<file path="src/rtl/eq_pkg.sv">
// Shared constants and FSM encoding for the equalizer band mixer and its gain stages.
package eq_pkg;
  localparam int NUM_BANDS = 10;
  localparam int DATA_W    = 24;
  localparam int GAIN_W    = 16;
  localparam int GAIN_FRAC = 14;
  localparam int ACC_W     = 44;
  localparam int PROD_W    = DATA_W + GAIN_W;
  localparam int IDX_W     = 4;
  localparam logic [GAIN_W-1:0] GAIN_RESET = 16'd16384;

  localparam int BAND_LOWPASS  = 0;
  localparam int BAND_64_125   = 1;
  localparam int BAND_125_250  = 2;
  localparam int BAND_250_500  = 3;
  localparam int BAND_500_1K   = 4;
  localparam int BAND_1K_2K    = 5;
  localparam int BAND_2K_4K    = 6;
  localparam int BAND_4K_8K    = 7;
  localparam int BAND_8K_16K   = 8;
  localparam int BAND_HIGHPASS = 9;

  typedef enum logic [1:0] {
    ST_IDLE = 2'd0,
    ST_MAC  = 2'd1,
    ST_OUT  = 2'd2
  } state_e;
endpackage

</file>
<file path="src/rtl/eq_sat_round.sv">
// Round-half-up of a Q.GAIN_FRAC accumulator down to DATA_W bits, with saturation.
module eq_sat_round
  import eq_pkg::*;
(
  input  logic signed [ACC_W-1:0]  acc_i,
  output logic signed [DATA_W-1:0] sample_o,
  output logic                     sat_o
);
  localparam logic signed [ACC_W:0] HALF  = (ACC_W+1)'(2**(GAIN_FRAC-1));
  localparam logic signed [ACC_W:0] S_MAX = (ACC_W+1)'(2**(DATA_W-1)-1);
  localparam logic signed [ACC_W:0] S_MIN = (ACC_W+1)'(-(2**(DATA_W-1)));

  logic signed [ACC_W:0] biased;
  logic signed [ACC_W:0] rounded;

  always_comb begin
    // One guard bit so the rounding bias can never wrap the accumulator.
    biased   = (ACC_W+1)'(acc_i) + HALF;
    rounded  = biased >>> GAIN_FRAC;
    sat_o    = 1'b0;
    sample_o = rounded[DATA_W-1:0];
    if (rounded > S_MAX) begin
      sample_o = S_MAX[DATA_W-1:0];
      sat_o    = 1'b1;
    end else if (rounded < S_MIN) begin
      sample_o = S_MIN[DATA_W-1:0];
      sat_o    = 1'b1;
    end
  end
endmodule

</file>
<file path="src/rtl/eq_band_mixer.sv">
// Per-band gain and sum of the ten filter bands through one shared multiplier,
// sequenced by a small IDLE/MAC/OUT FSM.
module eq_band_mixer
  import eq_pkg::*;
(
  input  logic                        clk,
  input  logic                        reset_n,
  input  logic                        enable,
  input  logic                        sample_valid,
  input  logic [NUM_BANDS*DATA_W-1:0] band_in,
  input  logic                        gain_wr_en,
  input  logic [IDX_W-1:0]            gain_addr,
  input  logic [GAIN_W-1:0]           gain_data,
  output logic [DATA_W-1:0]           audio_out,
  output logic                        out_valid,
  output logic                        busy,
  output logic                        sat_flag,
  output logic                        overrun
);
  state_e                               state_q, state_d;
  logic [IDX_W-1:0]                     idx_q, idx_d;
  logic signed [ACC_W-1:0]              acc_q, acc_d;
  logic [NUM_BANDS-1:0][DATA_W-1:0]     band_q, band_d;
  logic [NUM_BANDS-1:0][GAIN_W-1:0]     gain_q, gain_d;
  logic [NUM_BANDS-1:0][GAIN_W-1:0]     shadow_q, shadow_d;
  logic [DATA_W-1:0]                    audio_q, audio_d;
  logic                                 out_valid_q, out_valid_d;
  logic                                 sat_q, sat_d;
  logic                                 overrun_q, overrun_d;

  logic signed [PROD_W-1:0] prod;
  logic signed [DATA_W-1:0] rnd_sample;
  logic                     rnd_sat;

  eq_sat_round u_sat_round (
    .acc_i    (acc_q),
    .sample_o (rnd_sample),
    .sat_o    (rnd_sat)
  );

  // Live bank takes writes at any time; out-of-range addresses match no band.
  always_comb begin
    gain_d = gain_q;
    for (int k = 0; k < NUM_BANDS; k++)
      if (gain_wr_en && gain_addr == IDX_W'(k)) gain_d[k] = gain_data;
  end

  always_comb begin
    prod        = $signed(band_q[idx_q]) * $signed(shadow_q[idx_q]);
    state_d     = state_q;
    idx_d       = idx_q;
    acc_d       = acc_q;
    band_d      = band_q;
    shadow_d    = shadow_q;
    audio_d     = audio_q;
    out_valid_d = 1'b0;
    sat_d       = sat_q;
    overrun_d   = overrun_q | (sample_valid && state_q != ST_IDLE);
    case (state_q)
      ST_IDLE: if (enable && sample_valid) begin
        band_d   = band_in;
        shadow_d = gain_q;
        acc_d    = '0;
        idx_d    = '0;
        state_d  = ST_MAC;
      end
      ST_MAC: if (enable) begin
        acc_d = acc_q + ACC_W'(prod);
        idx_d = idx_q + 1'b1;
        if (idx_q == IDX_W'(NUM_BANDS-1)) begin
          idx_d   = '0;
          state_d = ST_OUT;
        end
      end
      ST_OUT: if (enable) begin
        audio_d     = rnd_sample;
        sat_d       = sat_q | rnd_sat;
        out_valid_d = 1'b1;
        state_d     = ST_IDLE;
      end
      default: state_d = ST_IDLE;
    endcase
  end

  always_ff @(posedge clk or negedge reset_n) begin
    if (!reset_n) begin
      state_q     <= ST_IDLE;
      idx_q       <= '0;
      acc_q       <= '0;
      band_q      <= '0;
      gain_q      <= {NUM_BANDS{GAIN_RESET}};
      shadow_q    <= {NUM_BANDS{GAIN_RESET}};
      audio_q     <= '0;
      out_valid_q <= 1'b0;
      sat_q       <= 1'b0;
      overrun_q   <= 1'b0;
    end else begin
      state_q     <= state_d;
      idx_q       <= idx_d;
      acc_q       <= acc_d;
      band_q      <= band_d;
      gain_q      <= gain_d;
      shadow_q    <= shadow_d;
      audio_q     <= audio_d;
      out_valid_q <= out_valid_d;
      sat_q       <= sat_d;
      overrun_q   <= overrun_d;
    end
  end

  assign audio_out = audio_q;
  assign out_valid = out_valid_q;
  assign busy      = (state_q != ST_IDLE);
  assign sat_flag  = sat_q;
  assign overrun   = overrun_q;
endmodule

</file>
<file path="config.mk">
export PLATFORM = sky130hd
export DESIGN_NAME = eq_band_mixer
export DESIGN_NICKNAME = d
export VERILOG_FILES = /design/src/rtl/eq_pkg.sv /design/src/rtl/eq_sat_round.sv /design/src/rtl/eq_band_mixer.sv
export SDC_FILE = /design/constraint.sdc
export NUM_CORES = 2
export LEC_CHECK = 0
export CAP_MARGIN = 20
export CORE_MARGIN = 4
export CORE_UTILIZATION = 30
export DETAILED_ROUTE_END_ITERATION = 8
export HOLD_SLACK_MARGIN = 0.15
export PLACE_DENSITY = 0.48
export SETUP_SLACK_MARGIN = 0.02
export SLEW_MARGIN = 10
export SYNTH_ARGS = -nofsm -noshare
export SYNTH_HDL_FRONTEND = slang
export SYNTH_SLANG_ARGS = --single-unit
</file>
<file path="constraint.sdc">
create_clock -name clk -period 9 [get_ports clk]
set_clock_uncertainty 0.1 [all_clocks]
set_input_delay 1.8 -clock clk [delete_from_list [all_inputs] [get_ports clk]]
set_output_delay 1.8 -clock clk [all_outputs]
set_load 0.005 [all_outputs]
</file>
Yosys cells after proc, flatten, opt, wreduce, memory -nomap -nowiden
Cells that the tools add are included. Widths: inputs -> output; s select.

Flip-flop bits (word level): 637. Input port bits: 265. Output and inout bits: 28. Word-level logic and storage cells: 104.

Add/sub/neg operators: 3. Multipliers: 1. $lt $le $gt $ge: 3. Equality and inequality tests: 16. Mux-type cells: 22. Bitwise operators: 2. Reduce and logical (&&, ||, !) cells: 20.

Operators by type and width (number): $bmux 24 s4 (1); $mux 44 (2); $pmux 44 s2 (1); $mux 24 (3); $bmux 16 s4 (1); $add 44x15->45 const B (1); $add 44x40->44 (1); $mul 24x16->40 (1); $gt 31x24->1 const B (1); $lt 31x24->1 const B (1); $eq 4x3->1 const B (4); $mux 16 (1); $eq 4x4->1 const B (3); $logic_and 1x1->1 (12); $mux 4 (3); $eq 4x2->1 const B (2); $mux 2 (4); $ne 2x2->1 const B (4); $pmux 4 s2 (1); $pmux 2 s3 (1); $lt 4x5->1 const B (1); $add 4x1->4 const B (1); $eq 4x1->1 const B (1); $logic_not 4->1 (1); 9 further kinds (15).

Depth between registers and ports, before layout
Depth after elaboration: 6. Depth in mapped cells: 30. Gate-level depth less buffers: 26.

Modules after synthesis
Synthesis repeated with hierarchy kept, for this count alone.

Cells, all modules: 3547. Area total of the unflattened synthesis: 43172.7 um^2.

Modules (own cells, without submodules): eq_band_mixer (times used 1, cells an instance 3410, area an instance 42084.1 um^2); eq_sat_round (times used 1, cells an instance 137, area an instance 1088.5 um^2).

Worst setup path before layout
No wires, ideal clock.

Path kind: register to register. Start point: reg idx_q[0]. End point: reg acc_q[41]. Setup time: 0.132 ns. Data arrival time: 7.690 ns. Data required time: 8.768 ns. Setup slack: 1.078 ns. Stages on the path, launching flop included: 29. Period minus slack after synthesis: 7.922 ns. Cell sequence: dfrtp_1 -> buf_2 -> buf_2 -> buf_2 -> mux4_2 -> mux2i_1 -> o22a_1 -> clkbuf_1 -> nor2_1 -> fa_1 -> inv_1 -> fa_1 -> fa_1 -> fa_1 -> inv_1 -> fa_1 -> inv_1 -> fa_1 -> inv_1 -> ha_1 -> and4_4 -> nand2_1 -> or3_4 -> a311oi_2 -> o2111ai_1 -> a211oi_2 -> a41oi_1 -> xnor2_1 -> o21ai_1.

Cells in the longest elaborated chain, start to end: 6. Elaborated cells on any way between the ends: 8. Those cells by class: add/sub (1); mul (1); mux (6).

Ends and longest elaborated chain: from (decl) (line eq_band_mixer.sv:21) `logic [IDX_W-1:0] idx_q, idx_d;`; from (signal assigned) (line eq_band_mixer.sv:99) `idx_q <= idx_d;`; $bmux 24 s4 / $bmux 16 s4 (equally long branches) (line eq_band_mixer.sv:49) `prod = $signed(band_q[idx_q]) * $signed(shadow_q[idx_q]);`; $mux 24 (not written as such) / $mux 16 (equally long branches) (line eq_band_mixer.sv:49); $mul 24x16->40 (*) (line eq_band_mixer.sv:49); $add 44x40->44 (*) (line eq_band_mixer.sv:68) `acc_d = acc_q + ACC_W'(prod);`; $mux 44 (*) (line eq_band_mixer.sv:67) `ST_MAC: if (enable) begin`; $pmux 44 s2 (*) (line eq_band_mixer.sv:59) `case (state_q)`; to (signal assigned) (line eq_band_mixer.sv:89) `acc_q <= '0;`; to (signal assigned) (line eq_band_mixer.sv:100) `acc_q <= acc_d;`; to (decl) (line eq_band_mixer.sv:22) `logic signed [ACC_W-1:0] acc_q, acc_d;`.

Every way passes the cells marked *; elsewhere a longest branch is shown, timed or not. The select of a mux whose other input is x is not followed. A chain may end at the register's enable or synchronous reset.

Worst setup path in the final report
Same ends and word-level chain as after synthesis.

==> flow_summary.ini <==
[synth]
synth_top_cells_by_area = sky130_fd_sc_hd__dfrtp_1 36%, sky130_fd_sc_hd__fa_1 20%, sky130_fd_sc_hd__mux2_2 15%
yosys.area.top_type_share_pct = 36.1
yosys.cell_count.top_type = sky130_fd_sc_hd__dfrtp_1
asyncSetResetFlopFracSynth_pct = 100
synth-seq-cells = 637
portion_of_the_post_synthesis_area_used_by_sequential_elements_pct = 37.3
yosys_warnings = 0
synthDistinctLibCells = 63
synth.cells.most_frequent = 617 x sky130_fd_sc_hd__dfrtp_1, 560 x sky130_fd_sc_hd__mux2_2, 496 x sky130_fd_sc_hd__inv_1
synth_ff_type = sky130_fd_sc_hd__dfrtp_1
synthDominantAreaCellType = sky130_fd_sc_hd__dfrtp_1
syn_nets = 4389
number_of_flops_mapped_to_enable_cells_by_yosys = 0
syn_area_per_cell_um2 = 12.0
post_synth_instance_area_um2 = 42800
netlist_instances = 3564

[final_layout]
drive_above_1_share_pct = 23.7
n_fill_cell = 14100
total_number_of_nets_in_the_final_design = 4683
synthToLayoutAreaGrowth_pct = 19.3

[run]
cap_violations = 0

[critical_path]
wp_data_arrival_ns = 8.94
worst_setup_start_kind = flop
worst_setup_path_end_kind = flop
crit_required_ns = 9.43
worstSetupPathType = flop to flop
crit_fanout = 22

[detailed_routing]
vias_per_cell = 4.75
finalWirelength_mm = 126
detailedRoute.firstIterationViolations = 1517
num_vias = 27600
drcViolationCount = 0
remaining_number_of_nets_flagged_by_the_antenna_check_after_routing = 0
routed_wire_length_per_instance_um = 21.7
drtPass1Iterations = 5

[clock_tree]
insertion_delay_ns = 0.67
tritoncts = built
cts_inserted_buffers = 75
cts-root-buf = sky130_fd_sc_hd__clkbuf_16
clock_h_tree_levels = 3
clock_edge_transition_at_the_registers_on_the_reported_setup_and_hold_paths_ns = 0.06
cts_sinks = 637
bufs_on_longest_clock_path = 3
post-cts-setup-buffer-count = 0

[global_routing]
globalRoute.totalOverflow = 0
initial_antenna_violation_count = 19
globalRouteTotalUtil_pct = 17.4
first_pass_grt_wire_length_mm = 194
grt_start_max_net_pins = 163
via_count_of_the_first_global_routing_pass = 30400

[placement]
number_of_input_and_output_port_buffers_inserted = 292
place.detailed.hpwl_mm = 95.4
place_congestion = 0.852

[floorplanning]
dieWidth_um = 386
initial_core_util_pct = 30.2
die_area_um2 = 149000
design.portCount = 293
dieHeight_um = 386
floorplan.rows = 138
design.core.area_um2 = 142000

[timing]
final_hold_viol_count = 0
timing.setup.tns_ns = 0
layout_min_cycle_time_ns = 8.51
finalMaxSlewViolations = 0
finalSetupViolations = 0
grt_setup_unrepaired = no
timing_limited_maximum_frequency_mhz = 118
worst_slew_margin_rel_pct = 25.5
layout_worst_path_cycle_share_pct = 94.5
tightest_slew_ns = 1.12

[run_status]
outcome = completed

[hold_path]
hold_path_class = flop to flop
[cells in the final DEF (no fill, tap or decap), types with 9 or more instances in the layout]
cell and instances:
sky130_fd_sc_hd__o22a_1 54, sky130_fd_sc_hd__buf_12 16, sky130_fd_sc_hd__mux4_2 80, sky130_fd_sc_hd__clkbuf_1 17, sky130_fd_sc_hd__o22ai_1 22, sky130_fd_sc_hd__clkbuf_16 77, sky130_fd_sc_hd__xor2_1 33, sky130_fd_sc_hd__dfstp_2 20
sky130_fd_sc_hd__nand4_1 15, sky130_fd_sc_hd__and3_1 11, sky130_fd_sc_hd__nor3_1 9, sky130_fd_sc_hd__clkinv_2 14, sky130_fd_sc_hd__dfrtp_1 613, sky130_fd_sc_hd__a21o_1 22, sky130_fd_sc_hd__nand2b_1 13, sky130_fd_sc_hd__o21ai_0 62
sky130_fd_sc_hd__diode_2 18, sky130_fd_sc_hd__nand3_1 32, sky130_fd_sc_hd__inv_1 496, sky130_fd_sc_hd__a21oi_1 42, sky130_fd_sc_hd__clkbuf_8 13, sky130_fd_sc_hd__buf_4 97, sky130_fd_sc_hd__mux2_2 560, sky130_fd_sc_hd__mux2i_1 83
sky130_fd_sc_hd__fa_1 434, sky130_fd_sc_hd__nor2_1 281, sky130_fd_sc_hd__ha_1 126, sky130_fd_sc_hd__clkdlybuf4s50_1 291, sky130_fd_sc_hd__or2_2 9, sky130_fd_sc_hd__nor2b_1 9, sky130_fd_sc_hd__xnor2_1 29, sky130_fd_sc_hd__nand2_1 212
[final timing paths]
path	depth (start not counted)	end	startpoint	slack, ns
worst min-delay path	1	sat_flag	sat_flag	0.36
worst max-delay path	27	acc_q[41]	idx_q[0]	0.49
min in group asynchronous	1	gain_q[121]	reset_n	1.05
worst max register to register	27	acc_q[41]	idx_q[0]	0.49
worst min register to register	1	sat_flag	sat_flag	0.36
max in group asynchronous	2	idx_q[0]	reset_n	6.23
[worst max-delay path, cell delays in order, from the launching register on]
cell                        delay, ns
sky130_fd_sc_hd__dfrtp_4         0.64
sky130_fd_sc_hd__buf_12          0.27
sky130_fd_sc_hd__buf_12          0.21
sky130_fd_sc_hd__mux4_2          0.51
sky130_fd_sc_hd__mux2i_1         0.17
sky130_fd_sc_hd__o22a_1          0.17
sky130_fd_sc_hd__buf_4           0.30
sky130_fd_sc_hd__nor2_1          0.11
sky130_fd_sc_hd__fa_1            0.52
sky130_fd_sc_hd__inv_1           0.05
sky130_fd_sc_hd__fa_1            0.45
sky130_fd_sc_hd__fa_1            0.49
sky130_fd_sc_hd__fa_1            0.53
sky130_fd_sc_hd__inv_1           0.06
sky130_fd_sc_hd__fa_1            0.53
sky130_fd_sc_hd__inv_1           0.05
sky130_fd_sc_hd__fa_1            0.52
sky130_fd_sc_hd__inv_1           0.04
sky130_fd_sc_hd__ha_1            0.33
sky130_fd_sc_hd__and4_4          0.27
sky130_fd_sc_hd__nand2_1         0.06
sky130_fd_sc_hd__or3_4           0.42
sky130_fd_sc_hd__a311oi_2        0.45
sky130_fd_sc_hd__o2111ai_1       0.25
sky130_fd_sc_hd__a211oi_2        0.39
sky130_fd_sc_hd__a41oi_1         0.18
sky130_fd_sc_hd__xnor2_1         0.17
sky130_fd_sc_hd__o21ai_1         0.07
[per-layer routing]
metal	vias to the layer above	wire (um)	GRT usage, %
li1	12400	-	-
met1	14500	55800	23.0
met2	585	60400	28.6
met3	182	5780	3.08
met4	6	4410	6.27
met5	-	37	0
[final cells by class]
class                   instances  area, um^2  area share [%]
multi-input cells            2243       24300            47.7
flip-flops and latches        637       16000            31.3
repair buffers                405        3980            7.79
well taps                    1890        2360            4.63
clock buffers                 107        2170            4.25
inverters                     496        1860            3.65
clock inverters                26         318           0.622
diodes                         18        45.0          0.0882
[sequential cells by signal, summed over array words and instances (netlist names)]
name,flops
shadow_q,160
state_q,2
overrun,1
out_valid,1
acc_q,44
gain_q,160
sat_flag,1
audio_out,24
band_q,240
idx_q,4
[through the flow]
stage	setup WS (ns)	instances	utilization (%)	instance area [um^2]	hold slack, ns
2_1_floorplan	1.08	3564	-	42800	0.345
5_1_grt	0.0381	5817	36.1	51000	0.379
4_1_cts	0.341	5804	36.0	51000	0.365
6_report	0.491	5822	36.1	51100	0.360
3_3_place_gp	0.393	5671	34.3	48500	0.343
3_5_place_dp	0.366	5671	34.3	48500	0.351
[kinds of logic after synthesis]
| logic type | Yosys count | synth area share, % |
|---|---|---|
| xor gates and xnor gates | 62 | 1.27 |
| AOI/OAI and AO/OA | 272 | 4.34 |
| DFF | 637 | 37.3 |
| buffers and inverters | 684 | 6.06 |
| and+or+nand+nor | 626 | 6.18 |
| muxes | 723 | 20.9 |
| adders and majority gates | 560 | 24.0 |
[what timing repair did]
item	in CTS	in global routing
hold endpoints to repair	0	0
endpoints found under the setup margin	0	4
hold buffers	0	0
resized for setup	0	4
Power is left out: the tool's default activity adds up to more than one toggle a clock period on the data nets, which glitch-free logic cannot reach.
